## config.mk

```make
export PLATFORM = sky130hd
export DESIGN_NAME = imm_gen
export DESIGN_NICKNAME = d
export VERILOG_FILES = /design/src/rtl/imm_gen.sv
export SDC_FILE = /design/constraint.sdc
export NUM_CORES = 1
export LEC_CHECK = 0
export CAP_MARGIN = 20
export CELL_PAD_IN_SITES_DETAIL_PLACEMENT = 0
export CELL_PAD_IN_SITES_GLOBAL_PLACEMENT = 1
export CORE_ASPECT_RATIO = 0.5
export CORE_MARGIN = 2
export CORE_UTILIZATION = 30
export DETAILED_ROUTE_END_ITERATION = 16
export HOLD_SLACK_MARGIN = 0.1
export PLACE_DENSITY = 0.95
export SYNTH_ARGS = -nofsm -noshare
export SYNTH_HDL_FRONTEND = slang
export SYNTH_SLANG_ARGS = --single-unit
```

## constraint.sdc

```tcl
create_clock -name clk -period 4.7 [get_ports clk]
set_input_delay 0.705 -clock clk [delete_from_list [all_inputs] [get_ports clk]]
set_output_delay 0.705 -clock clk [all_outputs]
set_load 0.01 [all_outputs]
```

## src/rtl/imm_gen.sv

```systemverilog
// Registered RV32I immediate generator with a main/skid two-entry buffer.
// Opcode is classified at acceptance; immediates are decoded from the held word.
module imm_gen (
    input  logic        clk,
    input  logic        rst,
    input  logic        flush,
    input  logic        in_valid,
    output logic        in_ready,
    input  logic [31:0] instr,
    output logic        out_valid,
    input  logic        out_ready,
    output logic [2:0]  imm_type,
    output logic [31:0] imm_J,
    output logic [31:0] imm_U,
    output logic [31:0] imm_B,
    output logic [31:0] imm_S,
    output logic [31:0] imm_I
);
    localparam int REG_LEN = 32;

    typedef enum logic [2:0] {
        IMM_J       = 3'b000,
        IMM_U       = 3'b001,
        IMM_B       = 3'b010,
        IMM_S       = 3'b011,
        IMM_I       = 3'b100,
        IMM_DEFAULT = 3'b101
    } imm_type_e;

    function automatic imm_type_e decode_type(input logic [6:0] opcode);
        case (opcode)
            7'b1101111:                         decode_type = IMM_J;
            7'b0110111, 7'b0010111:             decode_type = IMM_U;
            7'b1100011:                         decode_type = IMM_B;
            7'b0100011:                         decode_type = IMM_S;
            7'b0000011, 7'b0010011, 7'b1100111: decode_type = IMM_I;
            default:                            decode_type = IMM_DEFAULT;
        endcase
    endfunction

    // The opcode bits are consumed by the decode, so only bits [31:7] are kept.
    logic                   r_main_valid;
    logic [REG_LEN-1:7]     r_main_word;
    imm_type_e              r_main_type;
    logic                   r_skid_valid;
    logic [REG_LEN-1:7]     r_skid_word;
    imm_type_e              r_skid_type;

    logic      w_accept;
    logic      w_main_free;
    imm_type_e w_in_type;

    assign in_ready    = !r_skid_valid;
    assign w_accept    = in_valid && in_ready;
    assign w_main_free = !r_main_valid || out_ready;
    assign w_in_type   = decode_type(instr[6:0]);

    // NOTE: state uses non-blocking assignments so every flop samples pre-edge values.
    always_ff @(posedge clk or posedge rst) begin
        if (rst) begin
            r_main_valid <= 1'b0;
            r_main_word  <= '0;
            r_main_type  <= IMM_DEFAULT;
            r_skid_valid <= 1'b0;
            r_skid_word  <= '0;
            r_skid_type  <= IMM_DEFAULT;
        end else if (flush) begin
            r_main_valid <= 1'b0;
            r_skid_valid <= 1'b0;
        end else if (w_main_free) begin
            if (r_skid_valid) begin
                r_main_valid <= 1'b1;
                r_main_word  <= r_skid_word;
                r_main_type  <= r_skid_type;
                r_skid_valid <= w_accept;
                if (w_accept) begin
                    r_skid_word <= instr[REG_LEN-1:7];
                    r_skid_type <= w_in_type;
                end
            end else begin
                r_main_valid <= w_accept;
                if (w_accept) begin
                    r_main_word <= instr[REG_LEN-1:7];
                    r_main_type <= w_in_type;
                end
            end
        end else if (w_accept) begin
            r_skid_valid <= 1'b1;
            r_skid_word  <= instr[REG_LEN-1:7];
            r_skid_type  <= w_in_type;
        end
    end

    assign out_valid = r_main_valid;
    assign imm_type  = r_main_type;

    assign imm_I = {{20{r_main_word[31]}}, r_main_word[31:20]};
    assign imm_S = {{20{r_main_word[31]}}, r_main_word[31:25], r_main_word[11:7]};
    assign imm_B = {{19{r_main_word[31]}}, r_main_word[31], r_main_word[7],
                    r_main_word[30:25], r_main_word[11:8], 1'b0};
    assign imm_U = {r_main_word[31:12], 12'b0};
    assign imm_J = {{11{r_main_word[31]}}, r_main_word[31], r_main_word[19:12],
                    r_main_word[20], r_main_word[30:21], 1'b0};
endmodule

```

; ---- Word-level counts from Yosys, hierarchy flattened
; Cells that the tools add are included.
[word_totals]
latch_bits = 0
input_bits = 37
output_inout_bits = 165
elab_cells = 45
romBits = 0
mem_bits_rw = 0
n_memories = 0
reg_bits = 58
[op_classes]
add_sub_neg = 0
magnitude_cmp = 0
mux = 18
n_shift = 0
n_div = 0
n_eq_ne = 9
reduce_logical = 11
n_mul = 0
bitwise_logic = 1
[op_table]
columns = op, n
row1 = $mux 25, 5
row2 = $eq 7x7->1 const B, 3
row3 = $mux 3, 5
row4 = $pmux 3 s5, 1
row5 = $eq 7x5->1 const B, 2
row6 = $eq 7x6->1 const B, 2
row7 = $eq 7x2->1 const B, 1
row8 = $mux 1, 7
row9 = $reduce_bool 2->1, 2
row10 = $reduce_and 3->1, 1
row11 = $reduce_bool 3->1, 1
row12 = $reduce_or 3->1, 1
row13 = $logic_not 1->1, 2
row14 = $ne 2x2->1 const B, 1
row15 = $reduce_and 2->1, 1
row16 = $reduce_or 2->1, 1
row17 = $logic_and 1x1->1, 1
row18 = $logic_or 1x1->1, 1
row19 = $not 1->1, 1

; ---- Logic depth before layout (Yosys ltp)
; Gate-level depths: netlist of the first run.
[depth]
depth_word = 6
mapped_depth = 7
ltp_nobuf = 4

; ---- Worst setup path before layout of the first run
; Ideal clock, no wire load.
[synth_path]
kind = register to output
startpoint = register r_main_word[31] (netlist name)
endpoint = output port imm_B[13]
path_stages_with_launch = 2
path_buffers = 1
t_required_ns = 3.995
path_slack_ns = 2.223
arrival_ns = 1.772
cell_sequence = dfrtp_1 > buf_4
[synth_lines]
columns = element, line
row1 = "start, declared", 43  ; logic [REG_LEN-1:7] r_main_word;
row2 = "start signal, assigned", 73  ; r_main_word <= r_skid_word;
row3 = "start signal, assigned", 83  ; r_main_word <= instr[REG_LEN-1:7];
row4 = "end, declared", 15  ; output logic [31:0] imm_B,
; No word-level cell between the ends.

; ---- Final worst setup path of the first run
[layout_path]
startpoint = register r_skid_valid
endpoint = output port in_ready
[layout_between]
elab_chain_cells = 1
[layout_lines]
columns = element, line
row1 = "start, declared", 45  ; logic r_skid_valid;
row2 = "start signal, assigned", 75  ; r_skid_valid <= w_accept;
row3 = $logic_not 1->1, 53  ; assign in_ready = !r_skid_valid;
row4 = "end, declared", 8  ; output logic in_ready,
; No other way between the ends.

==> results of run 1 <==
## per-stage QoR
| step | power [W] | hold slack [ps] | instance area [um^2] | setup WS, ps |
|---|---|---|---|---|
| 2_1_floorplan | 0.00119 | 458 | 3600 | 2220 |
| 3_3_place_gp | 0.00141 | 468 | 4610 | 2070 |
| 3_5_place_dp | 0.00143 | 480 | 4610 | 2030 |
| 4_1_cts | 0.00202 | 491 | 4880 | 1840 |
| 5_1_grt | 0.00212 | 517 | 4900 | 1840 |
| 6_report | 0.00201 | 484 | 4900 | 1950 |
## routing by layer
metal,vias to the layer above,share of wire,track usage
met4,0,0.012,0.0436
li1,1128,-,-
met3,7,0.055,0.0288
met1,1096,0.39,0.116
met5,-,0,0
met2,67,0.55,0.199
## flip-flops by register name (all words and copies together) (netlist names)
register,flops
imm_type,3
r_skid_type,3
r_main_word,25
r_skid_valid,1
out_valid,1
r_skid_word,25
## worst reg2reg max path, stage by stage (launching register included)
cell and delay [ps]:
dfrtp_2 970, nor2_1 200, nor3_2 620, buf_4 500, nor2_1 100, a21oi_1 130
## cell type report
class                           instances  share of cell area
Tap cell                              165              0.0421
Multi-Input combinational cell        146               0.209
Clock buffer                           13              0.0531
Clock inverter                          3             0.00306
Timing Repair Buffer                  191               0.391
Sequential cell                        58               0.298
Inverter                                6             0.00460
## power groups by stage
stage | Sequential, W | Combinational [W] | Clock, W
4_1_cts | 0.000707 | 0.000719 | 0.000597
6_report | 0.000682 | 0.000739 | 0.000587
3_5_place_dp | 0.000714 | 0.000718 | 0
5_1_grt | 0.000697 | 0.000794 | 0.000625
2_1_floorplan | 0.000707 | 0.000485 | 0
3_3_place_gp | 0.000706 | 0.000706 | 0
## how the worst min path moves through the flow
stage,start,endpoint,slack (ps),cells past startpoint
3_5_place_dp,imm_type[1]$_DFFE_PP0P_,imm_type[1]$_DFFE_PP0P_,480,1
3_3_place_gp,r_skid_word[7]$_DFFE_PP0P_,r_skid_word[7]$_DFFE_PP0P_,470,1
6_report,imm_type[1]$_DFFE_PP0P_,imm_type[1]$_DFFE_PP0P_,480,1
2_1_floorplan,r_skid_word[11]$_DFFE_PP0P_,r_skid_word[11]$_DFFE_PP0P_,460,1
5_1_grt,r_skid_word[7]$_DFFE_PP0P_,r_skid_word[7]$_DFFE_PP0P_,520,1
4_1_cts,imm_type[1]$_DFFE_PP0P_,imm_type[1]$_DFFE_PP0P_,490,1
## logic make-up after synthesis
family / count (synthesis) / synth area share
buffers and inverters: 154 / 0.317
other: 1 / 0.00106
muxes: 51 / 0.153
AOI/OAI and AO/OA: 36 / 0.0546
and+or+nand+nor: 45 / 0.0648
DFF: 58 / 0.410
## Yosys cell counts (2+ instances only)
library cell,count
buf_4,138
dfrtp_1,54
nor2_1,30
a21oi_1,28
mux2i_1,26
mux2_2,23
buf_2,6
inv_1,6
dfstp_2,4
nor3_1,4
buf_6,3
mux2_1,2
nand2_1,2
o21ai_0,2
o22ai_1,2
==> out/summary.md, run 1 <==
The final layout contains routed wiring with a total length of 7.34 mm. The number of enable flip-flop cells after synthesis was 0; the longest individual stage delay on the worst path was 970 ps. The mean number of vias per cell is 3.95. The pre-antenna-repair detailed-routing pass consisted of 4 iterations. In this run the clock root is driven by a clkbuf_16.

The tool flagged a number of max-cap violations equal to 0. Counting distinct cell types in the post-synthesis netlist gives 30. The critical path ends at in_ready.

For this block, the initial DRC count from the detailed router was 85. For the total area of sequential cells, the log shows 1460 um^2. The critical path crosses 2 cells after its start point. Once placement completed, the tool counted placed cells totaling 565. The summed instance area of the synthesized netlist came out at 3550 um^2. The run gives 1020 um^2 as the area used by multi-input combinational logic. The logs give 0 for the final hold violation count and 5.15 ps for the worst setup skew after layout.

For this design the total switching power over the nets is 0.000566 W. The run gives 0.420 as the fraction of the core area covered by cells at the end of the flow. The fraction of layout cells with a size suffix above 1 came out at 0.122.

The highest ir drop seen on vdd is 0.000208 V. TritonCTS built the clock tree. The number of hold buffers added after CTS was 0. The library cells used most frequently in the layout, excluding fill and tap cells, are clkdlybuf4s50_1 (187), dfrtp_1 (52), nor2_1 (30). The data arrival at the endpoint of the critical path came out at 2040 ps. For this block, the via count after detailed routing is 2298.

The number of filler instances in the final layout was 1116. Grouping stages by cell kind, the critical path spends the most delay in flip-flops. The core region is 11700 um^2. STA classifies the critical path endpoint as an output port. The terminus of the critical flop-to-flop path is r_main_word[12]$_DFFE_PP0P_. Combinational power share: 0.368. The run gives 12800 um^2 as the area of the die. The final-report setup violation count is 0, and the number of buffers inserted by port buffering is 187.

Worst setup path startpoint: r_skid_valid$_DFFE_PP0P_. The clock-pin transition on the worst setup and hold timing paths was 50 ps. Via count of the first global-routing pass: 2063. Type of the worst min-delay path: register to register. The tools report the overall overflow remaining after global route as 0. Sorting the synthesized cells by area gives the leading types as dfrtp_1 (38%), buf_4 (29%), mux2i_1 (7.3%).

Internal power comes to 0.00144 W. The commonest register cell after synthesis is dfrtp_1. For this design the ratio of total power to cell area is 409 nW/um^2. 0 antenna diodes ended up in the layout.

CTS built an H-tree with a depth of 3. The first global-routing pass estimated 10.6 mm of wire. In this run, post-CTS repair resized a total of 0 instances. Summed over all cells, the static leakage comes to 1.94 nW.

The tools report the data required time at the worst endpoint as 3990 ps. The run gives 28 as the number of cell rows. Setup repair after global routing left no endpoint under its margin. Walking the worst path, the cells encountered are inv_1 -> clkdlybuf4s50_1. At the end of routability-driven placement, the weighted congestion stood at 0.709. Static timing analysis puts the maximum clock frequency at 364 MHz.

The startpoint identified for the worst register-to-register timing path is r_skid_valid$_DFFE_PP0P_. TritonCTS created 9 clock buffers. After clock tree synthesis, the setup repair step added 0 buffers.

The library cell used most frequently in the layout, excluding fill and tap cells, is clkdlybuf4s50_1. The part of the total power dissipated in the clock network is 0.292, and the proportion of register bits with asynchronous set or reset after synthesis is 1.00. The finished layout holds 582 standard cells, fillers aside. The worst setup path is launched from a register. The worst slew slack as a fraction of its limit came out at 0.373. The minimum clock period after layout came out at 2750 ps. The register-to-register path setup slack is 2100 ps. The area growth from synthesis to layout is 38.0%. Synthesis produced 345 cells. The total count of max-transition violations in the final report is 0.

The clock drives 58 sinks. The HPWL after detailed placement came out at 5.37 mm. A synthesized cell averages 10.3 um^2.

The synthesized design contains 58 register bits. The pin count of the biggest net entering global routing is 77, and the measured slew at the worst slew-check pin is 941 ps. The total routing usage reported by global routing is 0.107, and the count of cells along the worst register-to-register path is 5. The tools report the final setup TNS as 0 ps. The number of buffer and inverter instances along the worst setup path was 2; the post-detailed-route count of antenna-violating nets was 0. The flow ran to the end, and the final reports show no timing, DRC or antenna violations. The Yosys step of the flow raised 0 warnings. The slowest stage cell on the critical path was dfrtp_2. The run gives 0.340 as the relative contribution of sequential cells to total power. 202 I/O pins were placed.

The period utilization is 0.585, and the share of the yosys chip area belonging to registers is 0.410. The horizontal extent of the die works out to 158 um. From bottom edge to top edge, the die measures 80.9 um. At the later pin of the worst-skew pair, clock insertion delay measures 320 ps. The worst-path maximum fanout is 32, and the total number of nets in the final design is 449.

The area share of the largest cell type after synthesis was 0.380. The worst setup path category was register to output port. The tools report the initial cell density of the core as 0.304.

The initial antenna violation count was 0. No sink is reached through more buffers than the 2 on the longest clock path. The routed length per placed instance was 12.6 um. Of all cell types, the one taking the most synthesized area is dfrtp_1. For this run, design rule violations remaining after detail routing come to 0. The switching power as a share of total power was 0.282.
Note: power is estimated with default switching activity, not from simulation.
==> run 2: changes to the inputs <==
--- a/config.mk
+++ b/config.mk
@@ -10,10 +10,10 @@
 export CELL_PAD_IN_SITES_GLOBAL_PLACEMENT = 1
 export CORE_ASPECT_RATIO = 0.5
 export CORE_MARGIN = 2
-export CORE_UTILIZATION = 30
+export CORE_UTILIZATION = 25
 export DETAILED_ROUTE_END_ITERATION = 16
 export HOLD_SLACK_MARGIN = 0.1
-export PLACE_DENSITY = 0.95
+export PLACE_DENSITY = 0.88
 export SYNTH_ARGS = -nofsm -noshare
 export SYNTH_HDL_FRONTEND = slang
 export SYNTH_SLANG_ARGS = --single-unit
==> constraint.sdc (replaced) <==
create_clock -name clk -period 2.5 [get_ports clk]
set_input_delay 0.375 -clock clk [delete_from_list [all_inputs] [get_ports clk]]
set_output_delay 0.375 -clock clk [all_outputs]
set_load 0.01 [all_outputs]
==> out/summary.md, run 2 (synthesis results as in run 1) <==
STA puts the critical path data required time at 2120 ps. CTS saw 58 sinks. The run finished with clean final reports. The period utilization was 0.799. Setup repair after global routing left no endpoint under its margin.

The number of cells after detailed placement came out at 594. Pin placement for this block handled 202 I/O pins. The tools report the total number of nets in the final design as 450. The measured slew at the worst slew-check pin was 561 ps.

Max-cap violations in this run came to 0. During placement, the flow inserted port buffers numbering 187. The pin count of the biggest net entering global routing was 76.

Setup violations remaining at the end of the flow were counted as 0. The die is 88.3 um tall. For this run, design rule violations remaining after detail routing come to 0. The number of antenna diodes in the final layout is 0. The worst slew slack as a fraction of its limit was 0.621; the switching power as a share of total power was 0.280.

The logs give 13700 um^2 for the area of the core region and 2278 for the overall via count from detail_route. After detailed routing, the number of vias per cell comes to 3.73. The tools report the critical path launch point type as a register. The sum of routed wire length over all layers is 7.75 mm, and the area growth from synthesis to layout is 40.4%.

The finished cells cover 4990 um^2. The worst-case IR drop observed on VDD is 0.000277 V. Summed over all nets, the switching power comes to 0.00107 W. Global routing finished with a remaining overflow of 0.

The largest registers in the layout are r_main_word (25), r_skid_word (25). Once the clock tree was built, the resizer swapped 0 gates to a different size. Initial cell density of the core: 0.259.

By startpoint and endpoint, the worst setup path is classified as register to output port. The relative contribution of sequential cells to total power is 0.335. The initialized floorplan defines 30 standard-cell rows. The worst hold path belongs to the class input pin to async pin. The run gives 9 as the number of buffers added by the clock tree synthesis step.

The tools report the total count of max-transition violations in the final report as 0. TritonCTS built the clock tree. Data on the critical path arrives at its endpoint at 1620 ps. Fraction of layout cells with a size suffix above 1: 0.124. For the final database, setup skew stands at 4.79 ps. The run gives 0 as the post-CTS setup repair buffer count.

The via count of the first global-routing pass is 2104. The count of cells in the finished layout, fillers not included, comes to 610. Final hold analysis gives a worst-case slack of 435 ps. Dividing the detail-routed wire length by the instance count gives 12.7 um. The global placer's final weighted congestion is 0.721.

The tools report the initial antenna violation count as 0. Dividing total power by cell area gives a power density of 764 nW/um^2. In this run the horizontal extent of the chip is 173 um. The tools report the clock latency on the worst-skew pair as 320 ps. The internal power of the cells totals 0.00274 W.

The run gives 0 as the final hold violation count. The depth of the CTS H-tree was 3. Iteration count of the initial detailed-routing pass: 4. For the total routing usage reported by global routing, the log shows 0.0933. Setup total negative slack on the finished layout was measured at 0 ps.

Post-detailed-route count of antenna-violating nets: 0. Clock-pin slew was measured on the worst setup and hold paths at 50 ps. The tools report the area after detailed placement as 4700 um^2. The top cell types in the final layout, fill and taps aside, are clkdlybuf4s50_1 (187), dfrtp_1 (52), nor2_1 (30). For the highest clock rate, the log shows 501 MHz. The part of the total power dissipated in the clock network was 0.296; the worst-path maximum fanout was 16. The HPWL after detailed placement is 5.77 mm. The run gives 11.2 mm as the global-route wire length before repair. The analysis attributes to cell leakage a power of 1.96 nW. In this run, post-CTS hold repair placed 0 buffers. The clock root buffer master is clkbuf_16.

The first routing iteration left 71 violations. The worst setup path is captured at an output port. The minimum clock period after layout was 2000 ps. The maximum count of clock buffers along a single path is 2.

The floorplan step defined a die boundary enclosing 15200 um^2. For the combinational power share, the log shows 0.369. The leading cell type in the layout, fill and taps excluded is clkdlybuf4s50_1.
run 2: cell count changes in the layout (fill, tap and decap cells not counted):
cell and change:
clkinv_2 -1, buf_12 +3, clkbuf_8 +1, buf_4 -2
run 2: metal layers:
metal,wire [um],track usage,up-vias,share of wire
met2,4190,0.173,55,0.54
met3,263,0.0193,12,0.034
met4,167,0.0505,0,0.022
li1,-,-,1127,-
met5,0,0,-,0
met1,3130,0.104,1084,0.40
run 2: worst max-delay path, cell delays in order, from the launching register on:
cell             delay [ps]
dfrtp_2                 650
inv_1                   140
clkdlybuf4s50_1         520
run 2: final cells by class:
class / instances / area [um^2]
clock buffer: 14 / 274
sequential: 58 / 1460
clock inverter: 2 / 10.0
tap: 192 / 240
inverter: 6 / 22.5
timing repair buffer: 192 / 1960
fill: 1383 / 8710
multi-input combinational: 146 / 1020
run 2: path summary, 6_finish.rpt:
kind,cells after the start,start,endpoint,slack [ps]
worst max-delay path,2,r_skid_valid$_DFFE_PP0P_,in_ready,500
worst min-delay path,2,rst,r_skid_word[21]$_DFFE_PP0P_,440
worst max register to register,5,r_skid_valid$_DFFE_PP0P_,imm_type[1]$_DFFE_PP0P_,800
worst min register to register,2,imm_type[2]$_DFFE_PP1P_,imm_type[2]$_DFFE_PP1P_,490
max in group asynchronous,3,rst,r_main_word[14]$_DFFE_PP0P_,1490
min in group clk,2,imm_type[2]$_DFFE_PP1P_,imm_type[2]$_DFFE_PP1P_,490
run 2: power by group through the flow:
stage,sequential (W),clock [W],combinational (W)
after floorplan,0.00133,0,0.000911
after global placement,0.00129,0,0.00140
after detailed placement,0.00130,0,0.00142
after CTS,0.00128,0.00115,0.00143
after global routing,0.00131,0.00119,0.00150
final,0.00128,0.00113,0.00140
run 2: metrics by stage:
step / setup WS (ps) / utilization / power, W
after global routing: 405 / 0.364 / 0.00400
final: 502 / 0.364 / 0.00381
after detailed placement: 481 / 0.343 / 0.00272
after floorplan: 353 / - / 0.00224
after CTS: 472 / 0.364 / 0.00386
after global placement: 518 / 0.343 / 0.00268
==> run 3: changes to the inputs <==
==> constraint.sdc (replaced) <==
create_clock -name clk -period 1.7 [get_ports clk]
set_input_delay 0.255 -clock clk [delete_from_list [all_inputs] [get_ports clk]]
set_output_delay 0.255 -clock clk [all_outputs]
set_load 0.01 [all_outputs]
==> out/summary.md, run 3 (synthesis results as in run 1) <==
The tool flagged a number of max-cap violations equal to 0. The critical path goes through clkdlybuf4s50_1. The mean number of vias per cell came out at 3.75. In this run the power density over the cells is 1090 nW/um^2. The tools report the total routing usage reported by global routing as 0.0937. The startpoint identified for the worst register-to-register timing path is out_valid$_DFFE_PP0P_. The initial cell density of the core was 0.259.

On the critical path, the stage with the largest delay is an instance of clkdlybuf4s50_1. TritonCTS built the clock tree. Minimum clock period after layout: 1630 ps. The critical path launch point type is a register. The tools report the sum of routed wire segments on met1 as 3.13 mm. Fraction of layout cells with a size suffix above 1: 0.163.

The analysis attributes to cell leakage a power of 2.15 nW. The total number of nets in the final design is 469, and the sum of routed wire length over all layers is 7.81 mm. The overall overflow remaining after global route was 0; the worst setup skew after layout was 7.18 ps. The via count of the first global-routing pass came out at 2166.

Summing all placed instances gives a cell area of 4840 um^2. The remaining routing DRC violations came out at 0. Summing over every cut layer, the via total after detailed routing is 2356.

The die height is 88.3 um, and the clock latency on the worst-skew pair is 310 ps. The flow ran to the end, and the final reports show no timing, DRC or antenna violations. For this design, the sink count on the clock tree is 58. The worst setup path is captured at an output port.

The run gives 322 um as the total met3 wirelength after detailed routing. The maximum count of clock buffers along a single path is 2, and the number of buffer and inverter instances along the worst setup path is 1. Setup violations remaining at the end of the flow were counted as 0.

The period utilization was 0.959. At the end of routability-driven placement, the weighted congestion stood at 0.713. Highest metal layer with signal wires: met4.

From left edge to right edge, the die measures 173 um. The leading cell type in the layout, fill and taps excluded is clkdlybuf4s50_1. For this design the top-level I/O count stands at 202.

The switching power as a share of total power was 0.278. The initial antenna violation count is 0. The iteration count of the initial detailed-routing pass was 4; the count of cells along the worst register-to-register path was 4. The count of routing violations after the opening detailed-route iteration is 74. Worst setup path category: register to output port.

The endpoint identified for the worst register-to-register timing path is r_skid_word[19]$_DFFE_PP0P_. The number of filler instances in the final layout was 1393. The logs give 0 for the final hold violation count and 9 for the number of buffers added by the clock tree synthesis step. Port buffering added 187 buffers. After clock tree synthesis, the clock-pin slew on the worst setup and hold paths is 50 ps. Of all nets on the critical path, the largest fanout is 2.

Data arrives at the worst endpoint at 1380 ps. The run gives 4.31 mm as the detailed-routed wire length on met2. Setup repair after global routing left no endpoint under its margin. After routing the design area is 5110 um^2.

The depth of the CTS H-tree is 3. The floorplan step defined a die boundary enclosing 15200 um^2. 0 antenna diodes ended up in the layout. Buffers inserted to repair hold after CTS numbered 0. The detail route stage leaves a number of antenna-violating nets equal to 0.

For the total count of max-transition violations in the final report, the log shows 0. The path class of the tightest hold or removal check is input pin to async pin. The number of cell rows came out at 30.

The area growth from synthesis to layout was 43.8%. The first global-routing pass estimated 11.4 mm of wire. The routed length per placed instance works out to 12.4 um. In the layout the commonest cells are clkdlybuf4s50_1 (111), dlygate4sd2_1 (71), dfrtp_1 (52). Cell internal power was estimated by the tool at 0.00403 W. The design draws 0.00558 W. Timing would allow up to 613 MHz. The HPWL after detailed placement came out at 5.91 mm.

The register-to-register path setup slack is 130 ps. The tools report the worst setup path startpoint as imm_type[0]$_DFFE_PP1P_. The instance count on the critical path is 1. The relative contribution of sequential cells to total power was 0.335. The run gives 0.00155 W as the switching power total.

The tools report the pin count of the biggest net entering global routing as 59. Following the worst setup path forward leads to its endpoint at imm_type[0]. The largest registers in the layout are r_main_word (25), r_skid_word (25).

The dominant delay contributor by cell family on the critical path was buffers and inverters. The combinational power share was 0.344; the part of the total power dissipated in the clock network was 0.321. The clock root buffer master was clkbuf_16. The floorplan step defined a core boundary enclosing 13700 um^2.

The largest single stage delay on the critical path is 540 ps. IR analysis of the VDD net gives a maximum drop of 0.000407 V. At the worst endpoint, the required time is 1440 ps.
-- run 3: cell count changes in the layout (fill, tap and decap cells not counted), sizes merged --
cell,delta
dlygate4sd2,+71
clkinv,-1
clkbuf,-1
clkdlybuf4s50,-76
buf,+19
dlymetal6s2s,+5
bufinv,+1
-- run 3: what timing repair did --
item / CTS / global route
buffers inserted: 0 / 1
setup endpoints to repair: 75 / 5
gates resized for setup: 72 / 5
gates cloned: 1 / 0
pin swaps: 0 / 0
-- run 3: area by class of cell --
class / count / area, um^2 / share of cell area
Tap cell: 192 / 240 / 0.0470
Clock inverter: 2 / 35.0 / 0.00686
Timing Repair Buffer: 211 / 2060 / 0.403
Clock buffer: 13 / 270 / 0.0529
Sequential cell: 58 / 1460 / 0.286
Inverter: 6 / 22.5 / 0.00441
Multi-Input combinational cell: 146 / 1020 / 0.200
-- run 3: worst reg2reg max path: cells and delay by family, from the launching register on --
kind / cells / cell delay, ps
DFF: 1 / 420
and+or+nand+nor: 2 / 410
muxes: 1 / 360
buffers and inverters: 1 / 260
-- run 3: worst min path at each step --
stage,from,to,slack [ps],depth (start not counted)
after floorplan,flush,out_valid$_DFFE_PP0P_,320,1
after global placement,r_skid_word[7]$_DFFE_PP0P_,r_skid_word[7]$_DFFE_PP0P_,470,1
after detailed placement,r_skid_word[7]$_DFFE_PP0P_,r_skid_word[7]$_DFFE_PP0P_,480,1
after CTS,rst,r_skid_word[22]$_DFFE_PP0P_,340,3
after global routing,rst,imm_type[1]$_DFFE_PP0P_,360,3
final,rst,r_main_word[23]$_DFFE_PP0P_,330,3
-- run 3: power groups by stage --
stage / clock network (W) / registers (W) / logic (W)
after detailed placement: 0 / 0.00190 / 0.00212
after floorplan: 0 / 0.00196 / 0.00132
final: 0.00179 / 0.00187 / 0.00192
after global routing: 0.00191 / 0.00192 / 0.00206
after CTS: 0.00184 / 0.00188 / 0.00195
after global placement: 0 / 0.00189 / 0.00209
-- run 3: layer usage --
metal  vias to the layer above  GRT usage
met5                         -          0
met2                        55      0.175
li1                       1170          -
met1                      1127      0.107
met3                         4     0.0279
met4                         0     0.0233
-- run 3: metrics by stage --
step           setup slack, ps  utilization  hold slack [ps]  instances  TNS (ps)
2_1_floorplan             -103            -              318        358      -103
6_report                  69.6        0.373              335        628         0
3_5_place_dp              -201        0.354              480        611     -4710
4_1_cts                  -91.0        0.371              345        627      -359
5_1_grt                   32.4        0.373              363        628         0
3_3_place_gp              -190        0.354              471        611     -4080
